===== src/rtl/operand_mux_arbiter.sv =====
// Round-robin arbiter sharing one operand-select mux among NUM_REQ requesters.
// Each grant drives the selection, waits one settle cycle, then returns the captured result.
module operand_mux_arbiter #(
    parameter int NUM_REQ  = 3,
    parameter int DATA_W   = 17,
    parameter int PARK_SEL = 0,
    parameter int MAX_SEL  = 6
) (
    input  logic                   Clock,
    input  logic                   Reset_n,
    input  logic [NUM_REQ-1:0]     Req,
    input  logic [4*NUM_REQ-1:0]   ReqSel,
    output logic [NUM_REQ-1:0]     Gnt,
    output logic [DATA_W-1:0]      RdData,
    output logic                   SelError,
    output logic                   Busy,
    output logic [3:0]             MuxSelection,
    input  logic [DATA_W-1:0]      MuxOutput
);
    localparam int PW = (NUM_REQ > 1) ? $clog2(NUM_REQ) : 1;

    typedef enum logic [1:0] {IDLE, SELECT, GRANT} state_t;

    state_t              state_q;
    logic [NUM_REQ-1:0]  gnt_q;
    logic [DATA_W-1:0]   rd_q;
    logic                err_q;
    logic                busy_q;
    logic [3:0]          sel_q;
    logic [PW-1:0]       ptr_q;
    logic [PW-1:0]       owner_q;

    logic                win_vld;
    logic [PW-1:0]       win_idx;
    logic [PW-1:0]       cand;

    // Descending scan so the candidate closest to the pointer is the last one kept.
    always_comb begin
        win_vld = 1'b0;
        win_idx = '0;
        cand    = '0;
        for (int k = NUM_REQ - 1; k >= 0; k--) begin
            cand = PW'((int'(ptr_q) + k) % NUM_REQ);
            if (Req[cand]) begin
                win_vld = 1'b1;
                win_idx = cand;
            end
        end
    end

    always_ff @(posedge Clock or negedge Reset_n) begin
        if (!Reset_n) begin
            state_q <= IDLE;
            gnt_q   <= '0;
            rd_q    <= '0;
            err_q   <= 1'b0;
            busy_q  <= 1'b0;
            sel_q   <= 4'(PARK_SEL);
            ptr_q   <= '0;
            owner_q <= '0;
        end else begin
            case (state_q)
                IDLE: begin
                    if (win_vld) begin
                        owner_q <= win_idx;
                        sel_q   <= ReqSel[4*win_idx +: 4];
                        busy_q  <= 1'b1;
                        state_q <= SELECT;
                    end
                end
                SELECT: begin
                    if (sel_q <= 4'(MAX_SEL)) begin
                        rd_q  <= MuxOutput;
                        err_q <= 1'b0;
                    end else begin
                        rd_q  <= '0;
                        err_q <= 1'b1;
                    end
                    gnt_q   <= NUM_REQ'(1) << owner_q;
                    state_q <= GRANT;
                end
                GRANT: begin
                    gnt_q   <= '0;
                    err_q   <= 1'b0;
                    busy_q  <= 1'b0;
                    ptr_q   <= (owner_q == PW'(NUM_REQ - 1)) ? '0 : owner_q + 1'b1;
                    state_q <= IDLE;
                end
                default: state_q <= IDLE;
            endcase
        end
    end

    assign Gnt          = gnt_q;
    assign RdData       = rd_q;
    assign SelError     = err_q;
    assign Busy         = busy_q;
    assign MuxSelection = sel_q;
endmodule


===== config.mk =====
export PLATFORM = sky130hd
export DESIGN_NAME = operand_mux_arbiter
export DESIGN_NICKNAME = d
export VERILOG_FILES = /design/src/rtl/operand_mux_arbiter.sv
export SDC_FILE = /design/constraint.sdc
export NUM_CORES = 1
export LEC_CHECK = 0
export CAP_MARGIN = 20
export CELL_PAD_IN_SITES_DETAIL_PLACEMENT = 2
export CELL_PAD_IN_SITES_GLOBAL_PLACEMENT = 2
export CORE_MARGIN = 2
export CORE_UTILIZATION = 24
export DETAILED_ROUTE_END_ITERATION = 8
export PLACE_DENSITY_LB_ADDON = 0.25
export SYNTH_ARGS = -nofsm -noshare
export SYNTH_HDL_FRONTEND = slang
export SYNTH_SLANG_ARGS = --single-unit

===== constraint.sdc =====
create_clock -name Clock -period 2 [get_ports Clock]
set_clock_uncertainty 0.2 [all_clocks]
set_input_delay 0.2 -clock Clock [delete_from_list [all_inputs] [get_ports Clock]]
set_output_delay 0.2 -clock Clock [all_outputs]
set_load 0.03 [all_outputs]

==> results of run 1 <==
==> synthesized netlist by cell type, types with 2 or more instances <==
cell type and n:
a21oi_1 2, buf_2 2, clkbuf_1 5, dfrtp_1 32, ha_1 8, inv_1 28, mux2_2 3, mux2i_1 6
nand2_1 13, nand2b_1 3, nand3_1 22, nor2_1 2, o211ai_2 4, o21ai_0 20, o22ai_1 3, o32ai_1 2
==> final timing paths <==
path | startpoint | to | slack, ps | depth (start not counted)
worst min-delay path | Reset_n | Gnt[0]$_DFFE_PN0P_ | 120 | 2
worst max register to register | ptr_q[1]$_DFFE_PN0P_ | MuxSelection[1]$_DFFE_PN0P_ | -240 | 9
worst max-delay path | ptr_q[1]$_DFFE_PN0P_ | MuxSelection[1]$_DFFE_PN0P_ | -240 | 9
min in group Clock | MuxOutput[5] | RdData[5]$_DFFE_PN0N_ | 270 | 3
max in group asynchronous | Reset_n | RdData[16]$_DFFE_PN0N_ | 1170 | 2
worst min register to register | Gnt[0]$_DFFE_PN0P_ | Gnt[0]$_DFFE_PN0P_ | 310 | 1
==> sequential cells by signal (all words and copies together) (netlist names) <==
name	count
owner_q	2
RdData	17
state_q	2
SelError	1
Busy	1
MuxSelection	4
Gnt	3
ptr_q	2
==> stage by stage <==
step                std cells  setup TNS [ps]  hold slack, ps  area, µm²  setup slack (ps)
floorplan                 180            -447            -296       1760              -130
detailed placement        350           -2730             300       2580              -386
global placement          350           -2330             300       2580              -339
finish                    366           -1590             120       2860              -244
CTS                       363           -1830             124       2790              -286
global route              366           -2360             162       2860              -326
==> cell families (layout without fill, tap and decap cells) <==
| logic type | Yosys count | in the layout |
|---|---|---|
| flip-flops | 32 | 32 |
| multiplexers | 9 | 9 |
| AO/OA/AOI/OAI | 43 | 44 |
| AND/OR/NAND/NOR | 50 | 50 |
| adder cells (fa/ha/maj) | 8 | 8 |
| buffers and inverters | 38 | 124 |
==> layout make-up <==
type,count,area (µm²),share of cell area (%)
Multi-Input combinational cell,111,891,31.2
Timing Repair Buffer,88,827,29.0
Sequential cell,32,801,28.0
Tap cell,99,124,4.34
Inverter,28,105,3.68
Clock buffer,6,72.6,2.54
Clock inverter,2,35.0,1.23
==> power by group <==
| group | leakage (µW) | internal [µW] | switching (µW) | total, µW |
|---|---|---|---|---|
| Combinational | 0.000766 | 1400 | 1650 | 3050 |
| Clock | 0.0000552 | 370 | 262 | 632 |
| Sequential | 0.000406 | 929 | 179 | 1110 |
==> what timing repair did <==
| item | 4_1_cts | 5_1_grt |
|---|---|---|
| pin swaps | 8 | 6 |
| gates cloned | 1 | 0 |
| setup buffers | 4 | 3 |
| gates resized for setup | 15 | 10 |
| endpoints found under the setup margin | 9 | 9 |
==> routing by layer <==
| layer | up-vias | GRT usage (%) |
|---|---|---|
| met2 | 31 | 25.5 |
| met4 | 0 | 3.66 |
| li1 | 790 | - |
| met5 | - | 0 |
| met1 | 814 | 17.9 |
| met3 | 5 | 5.26 |
==> flow_summary.json, run 1 <==
{
  "outcome": "finished with violations",
  "violations": "negative setup slack",
  "gp_congestion": 0.717,
  "fp.dieH_um": 89.3,
  "die_w_um": 89.3,
  "dr.max_layer_used": "met4",
  "crit_arrival_ps": 2220,
  "dieArea_um2": 7970,
  "fin_nets": 308,
  "period_minus_slack_ps": 2240,
  "cts_buffer_depth": 2,
  "floorplan.initialDensity_pct": 24.4,
  "grt_pass1_vias": 1777,
  "synth_xor_area_share_pct": 0,
  "hold_path_class": "in2async",
  "critPathSlowestCell": "dfrtp_1",
  "grt_overflow": 0,
  "numCtsBuffers": 5,
  "setup_ws_ps": -244,
  "path_buf_inv": 3,
  "met2_length_um": 2970,
  "htreeDepth": 2,
  "drt-total-wl_um": 5670,
  "syn_nets": 222,
  "first_pass_iters": 4,
  "vias": 1640,
  "peakVddDrop_v": 0.000460,
  "syn_area_um2": 1740,
  "synth_cells": 180,
  "final_cell_mix": "59 x clkdlybuf4s50_1, 32 x dfrtp_1, 27 x inv_1",
  "drt_iter0_drc": 47,
  "max_clock_freq_mhz": 446,
  "tightestPinTransition_ps": 432,
  "crit_chain": "buf_6 > ha_4 > buf_6 > nor2_2 > a32o_2 > a311oi_4 > buf_6 > mux2i_2 > o211ai_2",
  "post-route-period-util_pct": 112,
  "synthToLayoutAreaGrowth_pct": 63.7,
  "antenna_cells": 0,
  "synth-simple-area-share_pct": 15.7,
  "track_usage_pct": 14.9,
  "fillers": 803,
  "required_ps": 1970,
  "worstPathMaxFanout": 6,
  "place.port_buffers": 59,
  "max_cap_violations": 0,
  "power_density_nw_per_um2": 1680,
  "endpoint_kind": "flop",
  "fin_util_pct": 40.0,
  "async_flop_share_pct": 100,
  "drc_errors": 0,
  "synth_top_family_by_area": "compound AO/OA/AOI/OAI gates",
  "leakage_uw": 0.00123,
  "critPathLaunchType": "flop",
  "hold_buffers": 0,
  "critical_path_class": "reg2reg",
  "vias_per_cell": 4.48,
  "max_slew_margin_pct": 71.2,
  "synth.top_cell.area_share_pct": 45.9,
  "synthAdderAreaFrac_pct": 5.74,
  "cp_slowest_stage_delay_ps": 400,
  "ios": 60,
  "finalPower_uw": 4790,
  "dp_hpwl_um": 3990,
  "avgSynthCellArea_um2": 9.69,
  "synth_area_leader_cell": "dfrtp_1",
  "synth_area_leaders": "dfrtp_1 46%, nand3_1 6.3%, inv_1 6.0%",
  "insertion_delay_ps": 290,
  "maxSlewViolCount": 0,
  "drive_gt1_share_pct": 23.6,
  "ys.flop_type": "dfrtp_1",
  "yosysWarningCount": 0,
  "clock-sinks": 32,
  "setup_viol_count_final": 9,
  "cts_tree": "done",
  "synth_compound_area_share_pct": 18.2,
  "wl_met1_um": 2330,
  "synth_mux_area_share_pct": 5.38,
  "core-area_um2": 7140,
  "dr_wl_met3_um": 315,
  "grt_pass1_wl_um": 8900,
  "crit_family": "compound AO/OA/AOI/OAI gates",
  "final_common_cell": "clkdlybuf4s50_1",
  "ant_nets": 0,
  "grt_antenna_before_repair": 0,
  "synth_edf_count": 0,
  "wl_per_cell_um": 15.5,
  "placementRows": 31,
  "synth_cell_types": 41,
  "cpMostUsedCell": "buf_6",
  "clk_pin_slew_worst_paths_ps": 70,
  "cts-root-buf": "clkbuf_8",
  "yosys_register_bits": 32,
  "grt_start_max_net_pins": 35,
  "hold_viol": 0,
  "grt_setup_unrepaired": "true",
  "ys_seq_area_share_pct": 45.9
}
Power figures use the tool's default switching activity.
==> inputs of run 2 (changes only) <==
--- a/config.mk
+++ b/config.mk
@@ -11,7 +11,10 @@
 export CORE_MARGIN = 2
 export CORE_UTILIZATION = 24
 export DETAILED_ROUTE_END_ITERATION = 8
+export HOLD_SLACK_MARGIN = 0.08
 export PLACE_DENSITY_LB_ADDON = 0.25
+export RECOVER_POWER = 50
+export REMOVE_ABC_BUFFERS = 1
 export SYNTH_ARGS = -nofsm -noshare
 export SYNTH_HDL_FRONTEND = slang
 export SYNTH_SLANG_ARGS = --single-unit
==> run 2 against run 1 <==
  * The flow still finishes with violations (negative setup slack)
  * Sequential cell count unchanged
  * Combinational power grew 8.2%
  * Cell count grew 0.82%
  * Critical endpoint is now MuxSelection[0]$_DFFE_PN0P_
  * Via count rose by 1.9%
  * Register-to-register slack gained 80 ps
  * Clock power is 12% lower
  * Highest routed layer unchanged
  * Routed wire length is 1.9% higher
  * Worst hold slack better by 160 ps
  * Largest cell class unchanged
  * Maximum frequency rose by 3.5%
==> flow_summary.json, run 2 (synthesis results as in run 1) <==
{
  "outcome": "finished with violations",
  "violations": "negative setup slack",
  "grt_start_max_net_pins": 35,
  "cts_tree": "done",
  "min-delay-start": "MuxOutput[7]",
  "track_usage_pct": 15.2,
  "path_buf_inv": 2,
  "grt_antenna_before_repair": 0,
  "first_pass_iters": 4,
  "setup_ws_ps": -169,
  "numCtsBuffers": 5,
  "worstPathMaxFanout": 4,
  "vias_per_cell": 4.53,
  "die_w_um": 89.3,
  "final_common_cell": "clkdlybuf4s50_1",
  "final_cell_mix": "58 x clkdlybuf4s50_1, 32 x dfrtp_1, 25 x inv_1, 25 x buf_4",
  "fin_area_um2": 2990,
  "rrSetupSlack_ps": -170,
  "antenna_cells": 0,
  "maxSlewViolCount": 0,
  "grt_setup_unrepaired": "true",
  "crit_chain": "buf_4 > ha_4 > nand2b_4 > a32o_2 > a311oi_4 > buf_6 > mux2i_1 > o211ai_2",
  "largest_reg_flops": 17,
  "drive_gt1_share_pct": 30.7,
  "placementRows": 31,
  "dp_hpwl_um": 3930,
  "synthToLayoutAreaGrowth_pct": 71.3,
  "clock-sinks": 32,
  "fillers": 799,
  "grt_pass1_vias": 1839,
  "critPathSlowestCell": "dfrtp_1",
  "power_density_nw_per_um2": 1670,
  "max_cap_violations": 0,
  "leakage_uw": 0.00127,
  "critical_path_class": "reg2reg",
  "period_minus_slack_ps": 2170,
  "max_slew_margin_pct": 42.4,
  "dieArea_um2": 7970,
  "fp.dieH_um": 89.3,
  "post-route-period-util_pct": 108,
  "grt_overflow": 0,
  "grt_pass1_wl_um": 9290,
  "hold_viol": 0,
  "crit_arrival_ps": 2140,
  "tightestPinTransition_ps": 864,
  "multi_input_area_um2": 995,
  "crit_family": "compound AO/OA/AOI/OAI gates",
  "drt_iter0_drc": 31,
  "core-area_um2": 7140,
  "cts_buffer_depth": 2,
  "peakVddDrop_v": 0.000503,
  "drc_errors": 0,
  "ant_nets": 0,
  "hold_path_class": "in2reg",
  "fin_nets": 312,
  "max_clock_freq_mhz": 461,
  "ios": 60,
  "cts-root-buf": "clkbuf_8",
  "register_area_um2": 801,
  "clk_pin_slew_worst_paths_ps": 70,
  "critPathLaunchType": "flop",
  "r2r_start": "ptr_q[0]$_DFFE_PN0P_",
  "floorplan.initialDensity_pct": 24.4,
  "place.port_buffers": 59,
  "drt-total-wl_um": 5770,
  "crit_start": "ptr_q[0]$_DFFE_PN0P_",
  "required_ps": 1970,
  "insertion_delay_ps": 290,
  "wl_per_cell_um": 15.6,
  "dpl_worst_slack_ps": -326,
  "htreeDepth": 2,
  "cp_slowest_stage_delay_ps": 390,
  "vias": 1671,
  "gp_congestion": 0.853,
  "setup_viol_count_final": 8,
  "placed_area_um2": 2560,
  "endpoint_kind": "flop"
}
## run 2: final timing paths
| path | cells after the start | end |
|---|---|---|
| worst max-delay path | 8 | MuxSelection[0]$_DFFE_PN0P_ |
| worst min-delay path | 3 | RdData[7]$_DFFE_PN0N_ |
| worst max register to register | 8 | MuxSelection[0]$_DFFE_PN0P_ |
| worst min register to register | 1 | Gnt[0]$_DFFE_PN0P_ |
| max in group asynchronous | 2 | SelError$_DFFE_PN0P_ |
| min in group asynchronous | 2 | RdData[3]$_DFFE_PN0N_ |
## run 2: what timing repair did
item / in CTS / in global routing
gates cloned: 0 / 0
setup buffers: 11 / 3
endpoints found under the hold margin: 0 / 0
pin swaps: 10 / 4
resized for setup: 26 / 23
hold buffers: 0 / 0
setup endpoints to repair: 9 / 9
## run 2: power breakdown
group | total, µW | switching (µW) | internal [µW] | leakage [µW]
registers | 1130 | 197 | 929 | 0.000406
clock network | 553 | 247 | 307 | 0.0000503
logic | 3300 | 1750 | 1550 | 0.000818
## run 2: routing by layer
layer / global-route usage [%] / wire [µm]
met5: 0 / 0
met3: 4.71 / 341
met2: 25.4 / 2810
met4: 4.61 / 82
met1: 18.7 / 2530
## run 2: final cells by class
type                    instances  share of cell area (%)
multi-input cells             110                    33.3
flip-flops and latches         32                    26.8
inverters                      28                    3.52
well taps                      99                    4.15
repair buffers                 93                    29.0
clock buffers                   7                    3.22
## run 2: stage by stage
stage / hold WS (ps) / setup TNS (ps) / util, % / power, µW / cells
CTS: 146 / -928 / 40.0 / 4790 / 366
floorplan: -296 / -1010 / - / 2610 / 170
global placement: 299 / -1720 / 35.9 / 3680 / 348
finish: 281 / -1080 / 41.9 / 4980 / 369
global route: 291 / -1840 / 41.9 / 5380 / 369
detailed placement: 297 / -2140 / 35.9 / 3760 / 348
## run 2: worst register-to-register path: stages (launching register included)
cell	delay [ps]
dfrtp_1	390
buf_4	150
ha_4	170
nand2b_4	140
a32o_2	290
a311oi_4	210
buf_6	160
mux2i_1	240
o211ai_2	100
==> inputs of run 3 (changes only) <==
--- a/config.mk
+++ b/config.mk
@@ -9,7 +9,7 @@
 export CELL_PAD_IN_SITES_DETAIL_PLACEMENT = 2
 export CELL_PAD_IN_SITES_GLOBAL_PLACEMENT = 2
 export CORE_MARGIN = 2
-export CORE_UTILIZATION = 24
+export CORE_UTILIZATION = 29
 export DETAILED_ROUTE_END_ITERATION = 8
 export HOLD_SLACK_MARGIN = 0.08
 export PLACE_DENSITY_LB_ADDON = 0.25
==> constraint.sdc (replaced) <==
create_clock -name Clock -period 2.5 [get_ports Clock]
set_clock_uncertainty 0.2 [all_clocks]
set_input_delay 0.25 -clock Clock [delete_from_list [all_inputs] [get_ports Clock]]
set_output_delay 0.25 -clock Clock [all_outputs]
set_load 0.03 [all_outputs]
==> run 3 against run 2 <==
  * The run now ends clean
  * Worst hold slack improved by 29 ps
  * Clock-buffer cell count decreased by 1
  * Clock power decreased by 26%
  * Combinational power decreased by 38%
  * Worst setup slack improved by 330 ps
  * Sequential share of layout area increased by 4.5 points
  * Register-to-register slack improved by 330 ps
  * Non-clock buffer count decreased by 26
  * Cell count decreased by 13%
  * Via count decreased by 6.0%
  * First-iteration DRC count decreased by 3.2%
  * Routed wire length decreased by 13%
  * Critical endpoint is now MuxSelection[3]$_DFFE_PN0P_
  * Highest routed layer unchanged
==> flow_summary.json, run 3 (synthesis results as in run 1) <==
{
  "floorplan.initialDensity_pct": 29.8,
  "post-route-period-util_pct": 93.6,
  "placed_area_um2": 2440,
  "clk_pin_slew_worst_paths_ps": 70,
  "min-delay-start": "Busy$_DFFE_PN0P_",
  "first_pass_iters": 3,
  "fin_nets": 286,
  "drt_iter0_drc": 30,
  "clkPwrFrac_pct": 12.4,
  "drc_errors": 0,
  "cts-root-buf": "clkbuf_8",
  "dp_hpwl_um": 3720,
  "final_common_cell": "clkdlybuf4s50_1",
  "die_w_um": 81.6,
  "fin_area_um2": 2550,
  "core-area_um2": 5850,
  "endpoint_kind": "flop",
  "critPathLaunchType": "flop",
  "swShare_pct": 46.0,
  "leakage_uw": 0.00110,
  "peakVddDrop_v": 0.000407,
  "hold_depth": 1,
  "wl_per_cell_um": 15.7,
  "fp.dieH_um": 81.6,
  "clock-sinks": 32,
  "dpl_worst_slack_ps": 64.2,
  "r2r_cells": 7,
  "critical_path_class": "reg2reg",
  "htreeDepth": 2,
  "hold_buffers": 0,
  "dieArea_um2": 6650,
  "antenna_cells": 0,
  "cp_slowest_stage_delay_ps": 450,
  "crit_family": "compound AO/OA/AOI/OAI gates",
  "insertion_delay_ps": 280,
  "tns_ps": 0,
  "netSwitchingPower_uw": 1530,
  "power_density_nw_per_um2": 1300,
  "placementRows": 28,
  "hold_viol": 0,
  "largest_reg_flops": 17,
  "min_to": "Busy$_DFFE_PN0P_",
  "hold_path_class": "reg2reg",
  "final_cells": 320,
  "ant_nets": 0,
  "critPathSlowestCell": "ha_2",
  "drive_gt1_share_pct": 14.3,
  "r2r_start": "ptr_q[0]$_DFFE_PN0P_",
  "numCtsBuffers": 5,
  "r2r-end": "MuxSelection[3]$_DFFE_PN0P_",
  "final_cell_mix": "58 x clkdlybuf4s50_1, 32 x dfrtp_1, 28 x inv_1",
  "vias": 1570,
  "path_buf_inv": 1,
  "track_usage_pct": 16.4,
  "p_int_uw": 1800,
  "crit_arrival_ps": 2300,
  "whs_ps": 310,
  "crit_chain": "inv_1 > ha_2 > nor2_1 > a32o_1 > a311oi_4 > mux2i_1 > o211ai_2",
  "max_clock_freq_mhz": 427,
  "cts_buffer_depth": 2,
  "drt-total-wl_um": 5040,
  "p_seq_share_pct": 26.8,
  "grt_pass1_wl_um": 8310,
  "max_cap_violations": 0,
  "period_minus_slack_ps": 2340,
  "grt_pass1_vias": 1706,
  "maxSlewViolCount": 0,
  "cts_tree": "done",
  "grt_antenna_before_repair": 0,
  "required_ps": 2460,
  "grt_overflow": 0,
  "pwr-share-comb_pct": 60.8,
  "grt_start_max_net_pins": 35,
  "place.port_buffers": 59,
  "gp_congestion": 0.743,
  "rrSetupSlack_ps": 160,
  "tightestPinTransition_ps": 830,
  "worstPathMaxFanout": 11,
  "ios": 60,
  "vias_per_cell": 4.91,
  "setup_viol_count_final": 0,
  "placed_cells": 312,
  "grt_setup_unrepaired": "false",
  "synthToLayoutAreaGrowth_pct": 46.5,
  "outcome": "complete, no violations",
  "max_slew_margin_pct": 44.6,
  "setup_ws_ps": 160
}
[run 3: repair_timing]
| action | in CTS | in global routing |
|---|---|---|
| buffers inserted | 0 | 0 |
| setup endpoints to repair | 0 | 7 |
| gates resized for setup | 0 | 7 |
[run 3: stage by stage]
step / power [µW] / util, %
after floorplan: 2090 / -
after global placement: 2820 / 41.6
after detailed placement: 2890 / 41.6
after CTS: 3330 / 43.2
after global routing: 3620 / 43.7
final: 3330 / 43.7
[run 3: area by class of cell]
type                       instances  area (µm²)
timing repair buffer              67         646
sequential                        32         801
multi-input combinational        110         817
fill                             647        3300
tap                               75        93.8
inverter                          28         105
clock inverter                     2        10.0
clock buffer                       6        82.6
[run 3: worst max-delay path by stage]
| stage | startpoint | to | slack, ps | cells after the start |
|---|---|---|---|---|
| after floorplan | ptr_q[0]$_DFFE_PN0P_ | MuxSelection[3]$_DFFE_PN0P_ | 330 | 7 |
| after global placement | Req[2] | MuxSelection[1]$_DFFE_PN0P_ | 120 | 6 |
| after detailed placement | Req[1] | MuxSelection[3]$_DFFE_PN0P_ | 60 | 6 |
| after CTS | ptr_q[1]$_DFFE_PN0P_ | state_q[1]$_DFFE_PN0P_ | 40 | 6 |
| after global routing | ptr_q[0]$_DFFE_PN0P_ | MuxSelection[3]$_DFFE_PN0P_ | 8 | 7 |
| final | ptr_q[0]$_DFFE_PN0P_ | MuxSelection[3]$_DFFE_PN0P_ | 160 | 7 |
[run 3: power by group through the flow]
| stage | Combinational, µW | Sequential, µW | Clock, µW |
|---|---|---|---|
| after CTS | 2000 | 896 | 430 |
| final | 2030 | 893 | 411 |
| after global placement | 1930 | 893 | 0 |
| after detailed placement | 1990 | 899 | 0 |
| after global routing | 2230 | 927 | 458 |
| after floorplan | 880 | 1210 | 0 |
[run 3: metal layers]
layer / wire length [µm] / vias up / track usage, % / part of all wire [%]
li1: - / 745 / - / -
met1: 2230 / 782 / 20.1 / 44
met2: 2430 / 36 / 27.0 / 48
met3: 280 / 7 / 5.38 / 5.6
met4: 88 / 0 / 5.59 / 1.7
met5: 0 / - / 0 / 0
